## src/rtl/coin_pkg.sv

```systemverilog
// coin_pkg: coin codes and feeder state encodings shared by the coin feeder slice
package coin_pkg;
  typedef logic [1:0] coin_t;
  localparam coin_t COIN_NONE = 2'b00;
  localparam coin_t COIN_1 = 2'b01;
  localparam coin_t COIN_2 = 2'b10;
  localparam coin_t COIN_5 = 2'b11;
  typedef enum logic [1:0] {IDLE, SETUP, PULSE, GAP} feed_state_t;
  typedef enum logic {MODE_STEP, MODE_COIN} feed_mode_t;
endpackage

```

## src/rtl/coin_feeder_if.sv

```systemverilog
// coin_feeder_if: sensor input, FSM coin handshake and status of the coin feeder
interface coin_feeder_if #(parameter int DEPTH = 4);
  import coin_pkg::*;
  logic sensor_valid;
  coin_t sensor_coin;
  logic check_coin_in;
  coin_t coin_in;
  logic next;
  logic coin_reject;
  logic [$clog2(DEPTH+1)-1:0] fifo_count;
  logic busy;
  modport master(input sensor_valid, sensor_coin, check_coin_in, output coin_in, next, coin_reject, fifo_count, busy);
  modport slave(output sensor_valid, sensor_coin, check_coin_in, input coin_in, next, coin_reject, fifo_count, busy);
endinterface

```

## src/rtl/coin_fifo.sv

```systemverilog
// coin_fifo: DEPTH x 2-bit synchronous FIFO; a push into a full FIFO is taken when the same edge pops
module coin_fifo import coin_pkg::*; #(
  parameter int DEPTH = 4,
  localparam int CW = $clog2(DEPTH+1),
  localparam int AW = $clog2(DEPTH)
) (
  input logic clk,
  input logic reset,
  input logic push,
  input logic pop,
  input coin_t din,
  output coin_t dout,
  output logic full,
  output logic empty,
  output logic [CW-1:0] count
);
  coin_t mem [DEPTH];
  logic [AW-1:0] rd, wr;
  logic do_push, do_pop;
  assign full = count == CW'(DEPTH);
  assign empty = count == '0;
  assign do_pop = pop && !empty;
  assign do_push = push && (!full || do_pop);
  assign dout = mem[rd];
  // pointers wrap naturally since DEPTH is a power of two
  always_ff @(posedge clk or posedge reset)
    if (reset) begin
      rd <= '0;
      wr <= '0;
      count <= '0;
    end else begin
      rd <= rd + AW'(do_pop);
      wr <= wr + AW'(do_push);
      count <= count + CW'(do_push) - CW'(do_pop);
    end
  // storage needs no reset; occupancy guards every read
  always_ff @(posedge clk)
    if (do_push) mem[wr] <= din;
endmodule

```

## src/rtl/coin_feeder.sv

```systemverilog
// coin_feeder: buffers sensed coins and presents them to the vending FSM with clean next pulses
module coin_feeder import coin_pkg::*; #(
  parameter int DEPTH = 4,
  parameter int PULSE_CYCLES = 2,
  parameter int GAP_CYCLES = 2,
  parameter int AUTO_STEP = 1
) (
  input logic clk,
  input logic reset,
  coin_feeder_if.master bus
);
  feed_state_t state, state_n;
  feed_mode_t mode, mode_n;
  logic [7:0] timer, timer_n;
  coin_t coin_q, coin_n, head;
  logic next_q, next_n, busy_q, reject_q, push, pop, full, empty;
  logic [$clog2(DEPTH+1)-1:0] count;
  assign push = bus.sensor_valid && bus.sensor_coin != COIN_NONE;
  coin_fifo #(.DEPTH(DEPTH)) u_fifo (
    .clk(clk), .reset(reset), .push(push), .pop(pop), .din(bus.sensor_coin),
    .dout(head), .full(full), .empty(empty), .count(count)
  );
  // transaction sequencer: the head coin stays in the FIFO until its pulse ends
  always_comb begin
    state_n = state;
    mode_n = mode;
    timer_n = timer;
    coin_n = coin_q;
    next_n = next_q;
    pop = 1'b0;
    case (state)
      IDLE:
        if (bus.check_coin_in && !empty) begin
          coin_n = head;
          mode_n = MODE_COIN;
          state_n = SETUP;
        end else if (!bus.check_coin_in && AUTO_STEP != 0) begin
          coin_n = COIN_NONE;
          mode_n = MODE_STEP;
          state_n = SETUP;
        end
      SETUP: begin
        next_n = 1'b1;
        timer_n = 8'(PULSE_CYCLES - 1);
        state_n = PULSE;
      end
      PULSE:
        if (timer == '0) begin
          next_n = 1'b0;
          coin_n = COIN_NONE;
          pop = mode == MODE_COIN;
          timer_n = 8'(GAP_CYCLES - 1);
          state_n = GAP;
        end else timer_n = timer - 8'd1;
      GAP: begin
        state_n = timer == '0 ? IDLE : GAP;
        timer_n = timer == '0 ? timer : timer - 8'd1;
      end
      default: state_n = IDLE;
    endcase
  end
  // registered state and outputs; reset drops next at once
  always_ff @(posedge clk or posedge reset)
    if (reset) begin
      state <= IDLE;
      mode <= MODE_STEP;
      timer <= '0;
      coin_q <= COIN_NONE;
      next_q <= 1'b0;
      busy_q <= 1'b0;
      reject_q <= 1'b0;
    end else begin
      state <= state_n;
      mode <= mode_n;
      timer <= timer_n;
      coin_q <= coin_n;
      next_q <= next_n;
      busy_q <= state_n != IDLE;
      reject_q <= push && full && !pop;
    end
  assign bus.coin_in = coin_q;
  assign bus.next = next_q;
  assign bus.busy = busy_q;
  assign bus.coin_reject = reject_q;
  assign bus.fifo_count = count;
endmodule

```

## src/flat_wrapper.sv

```systemverilog
// flat-port wrapper written by rule: the top's interface ports become plain ports
module coin_feeder_flat import coin_pkg::*;
#(
  parameter int DEPTH = 4,
  parameter int PULSE_CYCLES = 2,
  parameter int GAP_CYCLES = 2,
  parameter int AUTO_STEP = 1
)
  (clk, reset, bus_sensor_valid, bus_sensor_coin, bus_check_coin_in, bus_coin_in, bus_next, bus_coin_reject, bus_fifo_count, bus_busy);
  coin_feeder_if #(.DEPTH(DEPTH)) bus_i ();
  input logic clk;
  input logic reset;
  input wire logic [$bits(bus_i.sensor_valid)-1:0] bus_sensor_valid;
  input wire logic [$bits(bus_i.sensor_coin)-1:0] bus_sensor_coin;
  input wire logic [$bits(bus_i.check_coin_in)-1:0] bus_check_coin_in;
  output wire logic [$bits(bus_i.coin_in)-1:0] bus_coin_in;
  output wire logic [$bits(bus_i.next)-1:0] bus_next;
  output wire logic [$bits(bus_i.coin_reject)-1:0] bus_coin_reject;
  output wire logic [$bits(bus_i.fifo_count)-1:0] bus_fifo_count;
  output wire logic [$bits(bus_i.busy)-1:0] bus_busy;
  assign bus_i.sensor_valid = bus_sensor_valid;
  assign bus_i.sensor_coin = bus_sensor_coin;
  assign bus_i.check_coin_in = bus_check_coin_in;
  assign bus_coin_in = bus_i.coin_in;
  assign bus_next = bus_i.next;
  assign bus_coin_reject = bus_i.coin_reject;
  assign bus_fifo_count = bus_i.fifo_count;
  assign bus_busy = bus_i.busy;
  coin_feeder #(.DEPTH(DEPTH), .PULSE_CYCLES(PULSE_CYCLES), .GAP_CYCLES(GAP_CYCLES), .AUTO_STEP(AUTO_STEP)) u_core (.clk(clk), .reset(reset), .bus(bus_i));
endmodule
```

## config.mk

```make
export PLATFORM = sky130hd
export DESIGN_NAME = coin_feeder_flat
export DESIGN_NICKNAME = d
export VERILOG_FILES = /design/src/rtl/coin_pkg.sv /design/src/rtl/coin_feeder_if.sv /design/src/rtl/coin_fifo.sv /design/src/rtl/coin_feeder.sv /design/src/flat_wrapper.sv
export SDC_FILE = /design/constraint.sdc
export NUM_CORES = 1
export LEC_CHECK = 0
export BUFFER_PORTS_ARGS = -buffer_cell sky130_fd_sc_hd__clkbuf_2
export CAP_MARGIN = 10
export CELL_PAD_IN_SITES_DETAIL_PLACEMENT = 1
export CELL_PAD_IN_SITES_GLOBAL_PLACEMENT = 1
export CORE_UTILIZATION = 25
export CTS_CLUSTER_SIZE = 16
export DETAILED_ROUTE_END_ITERATION = 10
export PLACE_DENSITY_LB_ADDON = 0.1
export SLEW_MARGIN = 5
export SYNTH_ARGS = -nofsm -noshare
export SYNTH_HDL_FRONTEND = slang
export SYNTH_HIERARCHICAL = 1
export SYNTH_SLANG_ARGS = --single-unit
export TNS_END_PERCENT = 1
```

## constraint.sdc

```tcl
create_clock -name clk -period 7.7 [get_ports clk]
set_input_delay 0.77 -clock clk [delete_from_list [all_inputs] [get_ports clk]]
set_output_delay 0.77 -clock clk [all_outputs]
set_load 0.005 [all_outputs]
```

# Yosys cells after proc, flatten, opt, wreduce, memory -nomap -nowiden

Memories as Yosys holds them, arrays and structs flattened.
Index checks and enable logic that the tools add are counted.

Add/subtract/negate cells: 5
Eq/ne operators: 8
Mux-type cells: 20
Reductions and logical operators: 22

Operator list:

| kind                                                   | number |
|---|---|
| one-hot mux 8 bit (3 select lines)                     | 1 |
| 2-to-1 mux 8 bit                                       | 2 |
| 2-to-1 mux 2 bit                                       | 7 |
| logical NOT 8 bit                                      | 1 |
| one-hot mux 2 bit (4 select lines)                     | 1 |
| nonzero test 2 bit                                     | 4 |
| subtractor 8 x 1 -> 8 bit (second input constant)      | 1 |
| 2-to-1 mux 1 bit                                       | 7 |
| logical AND 1 bit                                      | 6 |
| AND reduction 2 bit                                    | 3 |
| adder 2 x 1 -> 2 bit                                   | 2 |
| equality test 2 bit (second input constant)            | 2 |
| inequality test 2 x 1 -> 1 bit (second input constant) | 2 |
| one-hot mux 2 bit (2 select lines)                     | 1 |
| adder 3 x 1 -> 3 bit                                   | 1 |
| equality test 3 bit (second input constant)            | 1 |
| logical NOT 1 bit                                      | 3 |
| logical NOT 3 bit                                      | 1 |
| inequality test 3 x 2 -> 1 bit (second input constant) | 1 |
| AND reduction 3 bit                                    | 1 |
| nonzero test 3 bit                                     | 1 |
| subtractor 3 x 1 -> 3 bit                              | 1 |
| equality test 2 x 1 -> 1 bit (second input constant)   | 1 |
| logical NOT 2 bit                                      | 1 |
| 3 further kinds                                        | 3 |

Register bits after elaboration: 23
RAM bits: 8
Input bits: 6
Output and inout port bits: 8
Memories kept: 1

Memory list:

| memory            | words | bits a word | rd ports | clocked after memory_dff | write ports | line            | RTL |
|---|---|---|---|---|---|---|---|
| u_core.u_fifo.mem | 4     | 2           | 1        | 0                        | 1           | coin_fifo.sv:17 | `coin_t mem [DEPTH];` |

# Depth between registers and ports, before layout

Gate-level depths: netlist (run 1).

Word-level depth: 8
Mapped depth: 12

# Modules after synthesis

The synthesis (run 1) kept the hierarchy.

By module, submodules not included:

| module      | times used | cells an instance | area an instance (µm²) | sequential area each (µm²) |
|---|---|---|---|---|
| coin_feeder | 1          | 109               | 970.9                  | 400.4 |
| coin_fifo   | 1          | 42                | 681.9                  | 415.4 |

# Least setup slack after synthesis (run 1)

OpenSTA, ideal clock, no wires.

Path kind: reg2reg
From: reg u_core.timer[0]
To: reg u_core.u_fifo.count[2]
Data arrival time: 2,618 ps
Data required time: 7,576 ps
Setup slack: 4,957 ps
Stages on the path, launching flop included: 11
Period minus slack after synthesis: 2,743 ps
Cells stage by stage: dfrtp_1 inv_1 ha_1 nor3b_1 and2_0 clkbuf_1 and3_1 or3b_4 fa_1 xnor2_1 xnor2_1

Longest elaborated chain between the ends: 8

Ends and longest elaborated chain:

| element                     | line              | RTL |
|---|---|---|
| from (decl)                 | coin_feeder.sv:14 | `logic [7:0] timer, timer_n;` |
| from (signal assigned)      | coin_feeder.sv:75 | `timer <= timer_n;` |
| logical NOT 8 bit *         | coin_feeder.sv:48 | `if (timer == '0) begin` |
| 2-to-1 mux 1 bit *          | coin_feeder.sv:48 |  |
| 2-to-1 mux 1 bit *          | coin_feeder.sv:31 | `case (state)` |
| net u_core.pop              | coin_feeder.sv:16 | `logic next_q, next_n, busy_q, reject_q, push, pop, full, empty;` |
| logical AND 1 bit *         | coin_fifo.sv:22   | `assign do_pop = pop && !empty;` |
| logical OR 1 bit            | coin_fifo.sv:23   | `assign do_push = push && (!full \|\| do_pop);` |
| logical AND 1 bit           | coin_fifo.sv:23   |  |
| adder 3 x 1 -> 3 bit        | coin_fifo.sv:34   | `count <= count + CW'(do_push) - CW'(do_pop);` |
| subtractor 3 x 1 -> 3 bit * | coin_fifo.sv:34   |  |
| to (signal assigned)        | coin_fifo.sv:34   |  |
| to (decl)                   | coin_fifo.sv:15   | `output logic [CW-1:0] count` |

Mark *: on every way through the listed nets, which the timed path passes. The rest lies on a longest branch.
A chain may end at the register's enable or synchronous reset.

# Final worst setup path (run 1)

From: reg u_core.timer[0]
To: reg u_core.u_fifo.count[1]

Same word-level chain as after synthesis.

==> results.sh, run 1 <==
export IMPL_status="complete, no violations"
export IMPL_wl_um=3920
export IMPL_root_buffer="clkbuf_8"
export IMPL_die_w_um=83.3
export IMPL_synthTopCellsByArea="dfrtp_1 35%, edfxtp_1 15%, ha_1 6.8%, a21oi_1 3.3%, inv_1 3.2%"
export IMPL_maxSlewViolCount=0
export IMPL_start_kind="register"
export IMPL_comb_power_share=0.439
export IMPL_reg2reg_slack_ns=4.59
export IMPL_drc=0
export IMPL_grt_max_degree=17
export IMPL_switchingPower_uw=343
export IMPL_hold_path_class="in2async"
export IMPL_rr_worst_depth=9
export IMPL_antenna_left=0
export IMPL_crit_path_max_fanout=8
export IMPL_start_util=0.260
export IMPL_clkLatencyLatePin_ns=0.28
export IMPL_yosysTopAreaCell="dfrtp_1"
export IMPL_path_cells="inv_1 > ha_1 > nor3b_1 > and2_0 > and3_1 > or3b_4 > o31ai_2 > ha_1 > fa_1"
export IMPL_clk_pin_slew_ns=0.07
export IMPL_critPathTopFamily="simple AND/OR/NAND/NOR gates"
export IMPL_clockBufferDepth=2
export IMPL_numPortBuffers=13
export IMPL_syn_area_per_cell_um2=10.9
export IMPL_power_total_uw=819
export IMPL_synth_seq_area_share=0.494
export IMPL_io_pins=14
export IMPL_core_area_um2=6350
export IMPL_r2r_start="u_core/timer[0]"
export IMPL_grt_pass1_vias=1333
export IMPL_fin_skew_ns=0.00847
export IMPL_grt_setup_unrepaired="no"
export IMPL_startpoint="u_core/timer[0]"
export IMPL_gp_congestion=0.730
export IMPL_yosys_top_cells_count="23 x dfrtp_1, 14 x inv_1, 11 x a21oi_1, 10 x nand2_1"
export IMPL_postCtsSetupBuffers=0
export IMPL_cts_buffers_inserted=5
export IMPL_h_tree_depth=2
export IMPL_vias=1180
export IMPL_cp_arrival_ns=3.28
export IMPL_synth_top_area_frac=0.348
export IMPL_p_leak_nw=0.818
export IMPL_via_per_inst=4.82
export IMPL_p_int_uw=476
export IMPL_wire_per_inst_um=16.0
export IMPL_worst_setup_path_type="reg2reg"
export IMPL_diodes=0
export IMPL_synth_area_um2=1650
export IMPL_synthArstFlopShare=0.742
export IMPL_timing_max_cap_violations=0
export IMPL_tightest_slew_ns=0.690
export IMPL_hold_buffers=0
export IMPL_yosysWarningCount=6
export IMPL_drt_iter0_markers=38
export IMPL_syn_num_nets=167
export IMPL_yosysMostFrequentCell="dfrtp_1"
export IMPL_die_h_um=83.3
export IMPL_cts_sinks=31
export IMPL_rows=29
export IMPL_antenna_found_initial=0
export IMPL_syn_to_final_growth_pct=15.7
export IMPL_swShare=0.419
export IMPL_cts_resized=0
export IMPL_clockPowerShare=0.199
export IMPL_finalCriticalPeriod_ns=3.11
export IMPL_ir_drop_uv=153
export IMPL_grt_pass1_wl_um=6610
export IMPL_power_density_nw_per_um2=428
export IMPL_ys_types=42
export IMPL_die_area_um2=6940
export IMPL_worst_path_buf_inv=1
export IMPL_grt_overflow=0
export IMPL_rr_endpoint="u_core/u_fifo/count[1]"
export IMPL_hold_viol_final=0
export IMPL_ys_ff_latch=31
export IMPL_setup_viol=0
export IMPL_cts_tree="done"
export IMPL_grt_total_usage=0.123
export IMPL_pwr_share_seq=0.361
export IMPL_worstPathRequired_ns=7.86
export IMPL_end_kind="register"
export IMPL_place_hpwl_um=2910
export IMPL_post_route_period_util=0.404
export IMPL_fmax_mhz=321
export IMPL_ys_flop_type="dfrtp_1"
export IMPL_slowest_delay_ns=0.47
export IMPL_drive_gt1_frac=0.190
export IMPL_crit_top_cell="ha_1"
export IMPL_drt_first_pass_iters=4
export IMPL_tns_ns=0
export IMPL_layout_nets=183
export IMPL_crit_slowest_cell="and2_0"
export IMPL_syn_inst=151
export IMPL_slew_limit_headroom=0.540
export IMPL_synth_edf_count=8
-- worst register-to-register path, delay by kind of cell (launching register included) --
kind	cells	cell delay, ns
compound gates	1	0.07
fa+ha+maj	3	0.76
buf+inv	1	0.10
flops	1	0.42
simple gates	4	1.66
-- worst max-delay path by stage --
stage | cells past startpoint | end | slack (ns)
global placement | 9 | u_core/u_fifo/count[2] | 4.70
floorplan | 10 | u_core/u_fifo/count[2] | 4.96
global route | 9 | u_core/u_fifo/count[1] | 4.33
CTS | 9 | u_core/u_fifo/count[1] | 4.55
detailed placement | 9 | u_core/u_fifo/count[1] | 4.60
finish | 9 | u_core/u_fifo/count[1] | 4.59
-- kinds of logic after synthesis --
family,share of synthesized area
XOR/XNOR,0.0212
adder cells (fa/ha/maj),0.0802
multiplexers,0.0394
AO/OA/AOI/OAI,0.172
flip-flops,0.494
AND/OR/NAND/NOR,0.153
buffers and inverters,0.0409
-- power by group through the flow --
stage	Clock, mW	Sequential (mW)	Combinational (mW)
6_report	0.163	0.296	0.360
5_1_grt	0.176	0.306	0.413
4_1_cts	0.167	0.297	0.366
3_5_place_dp	0	0.301	0.363
3_3_place_gp	0	0.296	0.350
2_1_floorplan	0	0.283	0.267
-- flip-flops by register name, summed over array words and instances, names as in the netlist --
register,flops
u_core/u_fifo/wr,2
u_core/u_fifo/mem,8
u_core/mode,1
u_core/bus.busy,1
u_core/bus.coin_reject,1
u_core/bus.next,1
u_core/timer,8
u_core/u_fifo/count,3
u_core/bus.coin_in,2
u_core/state,2
u_core/u_fifo/rd,2
-- layout make-up --
| class | count | area (um^2) |
|---|---|---|
| well taps | 77 | 96.3 |
| clock inverters | 3 | 43.8 |
| multi-input cells | 102 | 769 |
| fillers | 707 | 4440 |
| inverters | 14 | 52.6 |
| flip-flops and latches | 31 | 816 |
| clock buffers | 5 | 68.8 |
| repair buffers | 13 | 65.1 |
-- metrics by stage --
step	setup WS (ns)	cells	area [um^2]	hold slack, ns	utilization
after floorplan	4.96	151	1650	0.477	-
after global placement	4.70	237	1800	0.498	0.283
after detailed placement	4.60	237	1800	0.514	0.283
after CTS	4.55	245	1910	0.405	0.301
after global routing	4.33	245	1910	0.410	0.301
final	4.59	245	1910	0.401	0.301
-- cells in the final DEF, fill, tap and decap left out, types with 2 or more instances in the layout --
master and count:
dfrtp_1 23, inv_1 14, clkbuf_2 13, a21oi_1 11
nand2_1 10, o21ai_0 9, ha_1 9, nor2_1 8
edfxtp_1 8, clkbuf_8 5, nor3_1 5, nor3b_1 4
o31ai_1 4, or3b_4 2, a31oi_1 2, o22ai_1 2
mux2i_1 2, o2bb2ai_1 2, nand3_1 2, a22oi_1 2
o21a_1 2, and3_1 2, mux4_2 2, xor2_1 2
xnor2_1 2
-- metal layers --
layer / global-route usage / share of wire / routed length [um]
met1: 0.148 / 0.46 / 1800
met2: 0.212 / 0.51 / 1990
met3: 0.0298 / 0.022 / 86
met4: 0.0470 / 0.011 / 44
met5: 0 / 0 / 0
(Power assumes the default switching activity.)
==> run 2: changes to the inputs <==
Settings changed: ABC_AREA from default to 1.
Clock period 7.7 ns to 2.5 ns, I/O delays scaled along.
==> run 2 against run 1 <==
Compared with the run above: first-iteration DRC count is 45% lower; routed wire length shrank 4.4%; largest cell class unchanged; final area grew 0.85%; via count grew 8.8%; sequential power grew to 2.9 times the previous value.
==> results.sh, run 2 <==
export IMPL_comb_power_share=0.466
export IMPL_yosys_top_cells_count="36 x nand2_1, 31 x inv_1, 23 x dfrtp_1, 22 x nor2_1, 15 x nand3_1"
export IMPL_final_cell_area_um2=1930
export IMPL_reg_top3="u_core/timer: 8 flops, u_core/u_fifo/mem: 8 flops, u_core/u_fifo/count: 3 flops"
export IMPL_switchingPower_mw=1.14
export IMPL_drc=0
export IMPL_reg2reg_slack_ns=0.19
export IMPL_fin_hold_ws_ns=0.210
export IMPL_tns_ns=0
export IMPL_cts_tree="done"
export IMPL_grt_overflow=0
export IMPL_rows=29
export IMPL_power_total_mw=2.57
export IMPL_maxSlewViolCount=0
export IMPL_vias=1284
export IMPL_syn_num_nets=205
export IMPL_crit_path_max_fanout=4
export IMPL_synth_area_um2=1640
export IMPL_die_w_um=82.9
export IMPL_placed_cell_area_um2=1800
export IMPL_grt_total_usage=0.123
export IMPL_pwr_share_seq=0.339
export IMPL_via_per_inst=4.46
export IMPL_diodes=0
export IMPL_syn_area_per_cell_um2=8.67
export IMPL_slew_limit_headroom=0.528
export IMPL_min_path_cells=1
export IMPL_ys_ff_latch=31
export IMPL_ys_types=24
export IMPL_clk_pin_slew_ns=0.08
export IMPL_preCtsSetupSlack_ns=0.0303
export IMPL_instances_no_fill=288
export IMPL_grt_pass1_vias=1421
export IMPL_post_route_period_util=0.926
export IMPL_power_density_nw_per_um2=1330
export IMPL_io_pins=14
export IMPL_start_util=0.258
export IMPL_cts_buffers_inserted=5
export IMPL_worstPathRequired_ns=2.67
export IMPL_start_kind="register"
export IMPL_wl_um=3750
export IMPL_end_kind="register"
export IMPL_syn_to_final_growth_pct=17.7
export IMPL_tightest_slew_ns=0.707
export IMPL_root_buffer="clkbuf_8"
export IMPL_layout_nets=226
export IMPL_clkLatencyLatePin_ns=0.29
export IMPL_clockPowerShare=0.195
export IMPL_ir_drop_uv=431
export IMPL_cp_arrival_ns=2.48
export IMPL_numPortBuffers=13
export IMPL_postCtsSetupBuffers=0
export IMPL_gp_congestion=0.746
export IMPL_worstHoldStart="bus_sensor_coin[0]"
export IMPL_synthTopCellsByArea="dfrtp_1 35%, edfxtp_1 15%, nand2_1 8.3%, inv_1 7.1%, ha_1 6.9%"
export IMPL_final_common_cell="nand2_1"
export IMPL_die_area_um2=6880
export IMPL_synth_top_area_frac=0.351
export IMPL_syn_inst=189
export IMPL_grt_max_degree=17
export IMPL_wl_met2_um=1820
export IMPL_status="complete, no violations"
export IMPL_dp_cells=279
export IMPL_rr_endpoint="u_core/u_fifo/count[2]"
export IMPL_p_leak_nw=0.979
export IMPL_worst_setup_path_type="reg2reg"
export IMPL_drive_gt1_frac=0.175
export IMPL_yosysTopAreaCell="dfrtp_1"
export IMPL_h_tree_depth=2
export IMPL_yosysWarningCount=6
export IMPL_setup_viol=0
export IMPL_antenna_left=0
export IMPL_wl_met3_um=71
export IMPL_fin_ws_ns=0.186
export IMPL_hold_viol_final=0
export IMPL_core_area_um2=6350
export IMPL_wire_per_inst_um=13.0
export IMPL_ys_flop_type="dfrtp_1"
export IMPL_p_int_mw=1.44
export IMPL_post_route_util=0.304
export IMPL_synthArstFlopShare=0.742
export IMPL_timing_max_cap_violations=0
export IMPL_rr_worst_depth=14
export IMPL_synth_edf_count=8
export IMPL_r2r_start="u_core/timer[0]"
export IMPL_fin_skew_ns=0.0108
export IMPL_finalCriticalPeriod_ns=2.31
export IMPL_grt_setup_unrepaired="no"
export IMPL_cts_sinks=31
export IMPL_worstHoldEndpoint="u_core/u_fifo/mem[3][0]"
export IMPL_drt_iter0_markers=21
export IMPL_hold_path_class="in2reg"
export IMPL_m1WireLength_um=1830
export IMPL_swShare=0.441
export IMPL_grt_pass1_wl_um=6640
export IMPL_fmax_mhz=432
export IMPL_synth_seq_area_share=0.498
export IMPL_antenna_found_initial=0
export IMPL_die_h_um=82.9
export IMPL_yosysMostFrequentCell="nand2_1"
export IMPL_layout_common_cells="35 x nand2_1, 29 x inv_1, 23 x dfrtp_1"
export IMPL_highest_layer="met4"
export IMPL_clockBufferDepth=2
export IMPL_place_hpwl_um=2960
export IMPL_drt_first_pass_iters=4
-- run 2: what timing repair did --
item,4_1_cts,5_1_grt
hold buffers,1,0
hold endpoints to repair,7,0
setup endpoints to repair,0,2
gates resized for setup,0,5
-- run 2: logic make-up (layout without fill, tap and decap cells) --
logic type	Yosys count	after routing	synth area share
and+or+nand+nor	88	88	0.240
buffers and inverters	33	55	0.0802
DFF	31	31	0.498
AOI/OAI and AO/OA	24	24	0.0848
adders and majority gates	10	10	0.0810
xor gates and xnor gates	3	3	0.0160
-- run 2: layout make-up --
class / count / area, um^2
clock inverters: 3 / 43.8
clock buffers: 5 / 68.8
multi-input cells: 125 / 701
fillers: 754 / 4420
repair buffers: 15 / 82.6
inverters: 32 / 120
flip-flops and latches: 31 / 816
well taps: 77 / 96.3
-- run 2: worst max-delay path by stage --
stage	startpoint	end	slack, ns
floorplan	u_core/timer[0]	u_core/u_fifo/count[2]	0.37
global placement	u_core/timer[0]	u_core/u_fifo/count[2]	0.22
detailed placement	u_core/timer[0]	u_core/u_fifo/count[2]	0.03
CTS	u_core/timer[0]	u_core/u_fifo/count[2]	0.009
global route	u_core/timer[0]	u_core/u_fifo/count[2]	0.02
finish	u_core/timer[0]	u_core/u_fifo/count[2]	0.19
-- run 2: critical path: stages, from the launching register on --
cell and delay [ns]:
dfrtp_1 0.41, inv_2 0.10, ha_1 0.17, nand2_2 0.10, nor2_4 0.15, inv_2 0.07, nor2_2 0.11, nand2_1 0.08
inv_1 0.10, nand2_2 0.07, nand3_1 0.06, nand2_1 0.06, ha_1 0.19, fa_1 0.39, xnor2_1 0.14
-- run 2: power by group through the flow --
stage / sequential, mW / combinational (mW) / clock, mW
floorplan: 0.851 / 0.902 / 0
global placement: 0.875 / 1.16 / 0
detailed placement: 0.886 / 1.20 / 0
CTS: 0.876 / 1.21 / 0.525
global route: 0.902 / 1.42 / 0.545
finish: 0.873 / 1.20 / 0.501
-- run 2: layer usage --
metal / GRT usage / up-vias
met2: 0.204 / 8
li1: - / 641
met4: 0.0376 / 0
met1: 0.153 / 633
met5: 0 / -
met3: 0.0388 / 2
==> run 3: changes to the inputs <==
Settings changed: ABC_AREA 1 to default.
==> run 3 against run 2 <==
Compared with the run above: core utilization is 1.8 points higher; register-to-register slack worse by 0.13 ns; power is 4.5% higher; worst hold slack better by 0.0054 ns; clock-buffer cell count stayed put; first-iteration DRC count is 100% higher; sequential power is 4.5% higher; non-clock buffer count is 11 higher; via count is 1.9% lower; global-route usage is 0.077 points higher; maximum frequency is 5.3% lower; largest cell class unchanged.
==> results.sh, run 3 (synthesis gave the netlist of run 1 again) <==
export IMPL_clockBufferDepth=2
export IMPL_setup_viol=0
export IMPL_vias=1260
export IMPL_cts_tree="done"
export IMPL_grt_pass1_vias=1400
export IMPL_numPortBuffers=13
export IMPL_slew_limit_headroom=0.545
export IMPL_maxSlewViolCount=0
export IMPL_reg_top3="u_core/timer: 8 flops, u_core/u_fifo/mem: 8 flops, u_core/u_fifo/count: 3 flops"
export IMPL_layout_nets=196
export IMPL_core_area_um2=6350
export IMPL_hold_path_class="in2reg"
export IMPL_drive_gt1_frac=0.287
export IMPL_worst_setup_path_type="reg2reg"
export IMPL_timing_max_cap_violations=0
export IMPL_drc=0
export IMPL_gp_congestion=0.801
export IMPL_p_leak_nw=0.884
export IMPL_start_kind="register"
export IMPL_h_tree_depth=2
export IMPL_clkLatencyLatePin_ns=0.28
export IMPL_wire_per_inst_um=15.0
export IMPL_final_common_cell="dfrtp_1"
export IMPL_cp_arrival_ns=2.59
export IMPL_finalCriticalPeriod_ns=2.44
export IMPL_reg2reg_slack_ns=0.06
export IMPL_root_buffer="clkbuf_8"
export IMPL_rows=29
export IMPL_fillers=717
export IMPL_antenna_found_initial=0
export IMPL_tns_ns=0
export IMPL_io_pins=14
export IMPL_grt_total_usage=0.124
export IMPL_fin_skew_ns=0.00585
export IMPL_ir_drop_uv=421
export IMPL_drt_first_pass_iters=4
export IMPL_die_w_um=83.3
export IMPL_worstPathRequired_ns=2.65
export IMPL_grt_overflow=0
export IMPL_wl_um=3880
export IMPL_clk_pin_slew_ns=0.07
export IMPL_die_h_um=83.3
export IMPL_via_per_inst=4.88
export IMPL_grt_setup_unrepaired="yes"
export IMPL_seq_area_um2=817
export IMPL_multi_input_area_um2=801
export IMPL_diodes=0
export IMPL_drt_iter0_markers=42
export IMPL_power_density_nw_per_um2=1320
export IMPL_post_route_period_util=0.978
export IMPL_fin_hold_ws_ns=0.216
export IMPL_grt_max_degree=17
export IMPL_antenna_left=0
export IMPL_syn_to_final_growth_pct=23.4
export IMPL_start_util=0.260
export IMPL_tightest_slew_ns=0.681
export IMPL_layout_common_cells="22 x dfrtp_1, 13 x clkbuf_2, 12 x inv_1, 12 x buf_4, 11 x a21oi_1"
export IMPL_end_kind="register"
export IMPL_grt_pass1_wl_um=6780
export IMPL_place_hpwl_um=2900
export IMPL_cts_buffers_inserted=5
export IMPL_fmax_mhz=409
export IMPL_cts_sinks=31
export IMPL_die_area_um2=6940
export IMPL_crit_path_max_fanout=4
export IMPL_status="complete, no violations"
export IMPL_hold_viol_final=0
[run 3: power breakdown]
group | switching, mW | leakage (nW) | internal [mW]
Clock | 0.194 | 0.0556 | 0.292
Sequential | 0.206 | 0.353 | 0.706
Combinational | 0.680 | 0.475 | 0.612
Total | 1.08 | 0.884 | 1.61
[run 3: layer usage]
metal,up-vias,GRT usage,share of wire
li1,599,-,-
met5,-,0,0
met1,642,0.138,0.43
met4,0,0.0470,0.014
met2,15,0.227,0.53
met3,4,0.0308,0.027
[run 3: layout make-up]
class,count,area share
well taps,77,0.0472
flip-flops and latches,31,0.401
repair buffers,26,0.0810
multi-input cells,102,0.393
inverters,14,0.0258
clock inverters,3,0.0190
clock buffers,5,0.0337
[run 3: critical path, stage by stage, from the launching register on]
cell	delay, ns
dfrtp_1	0.42
inv_2	0.07
ha_1	0.13
nor3b_4	0.18
and2_4	0.17
and3_4	0.20
or3b_4	0.40
o31ai_2	0.08
ha_2	0.23
fa_2	0.44
[run 3: through the flow]
stage                     total power [mW]  worst slack (ns)  area (um^2)  utilization  std cells
after detailed placement              2.14            0.0343         1880        0.295        245
final                                 2.69            0.0559         2040        0.321        258
after CTS                             2.65            0.0114         1990        0.314        254
after floorplan                       1.71           0.00219         1670            -        151
after global routing                  2.94           -0.0401         2040        0.321        258
after global placement                2.12             0.109         1880        0.295        245
[run 3: timing repair]
| item | in CTS | in global routing |
|---|---|---|
| endpoints found under the setup margin | 0 | 2 |
| hold endpoints to repair | 7 | 0 |
| hold buffers | 1 | 0 |
| buffers inserted | 0 | 4 |
| resized for setup | 0 | 8 |
[run 3: worst paths after layout]
path                                        from                       to  depth (start not counted)
setup / recovery                 u_core/timer[1]   u_core/u_fifo/count[1]                          9
hold / removal                bus_sensor_coin[0]  u_core/u_fifo/mem[2][0]                          1
min in group asynchronous                  reset      u_core/u_fifo/rd[1]                          3
max in group asynchronous                  reset          u_core/timer[4]                          3
setup reg to reg                 u_core/timer[1]   u_core/u_fifo/count[1]                          9
hold reg to reg            u_core/bus.coin_in[1]    u_core/bus.coin_in[1]                          1
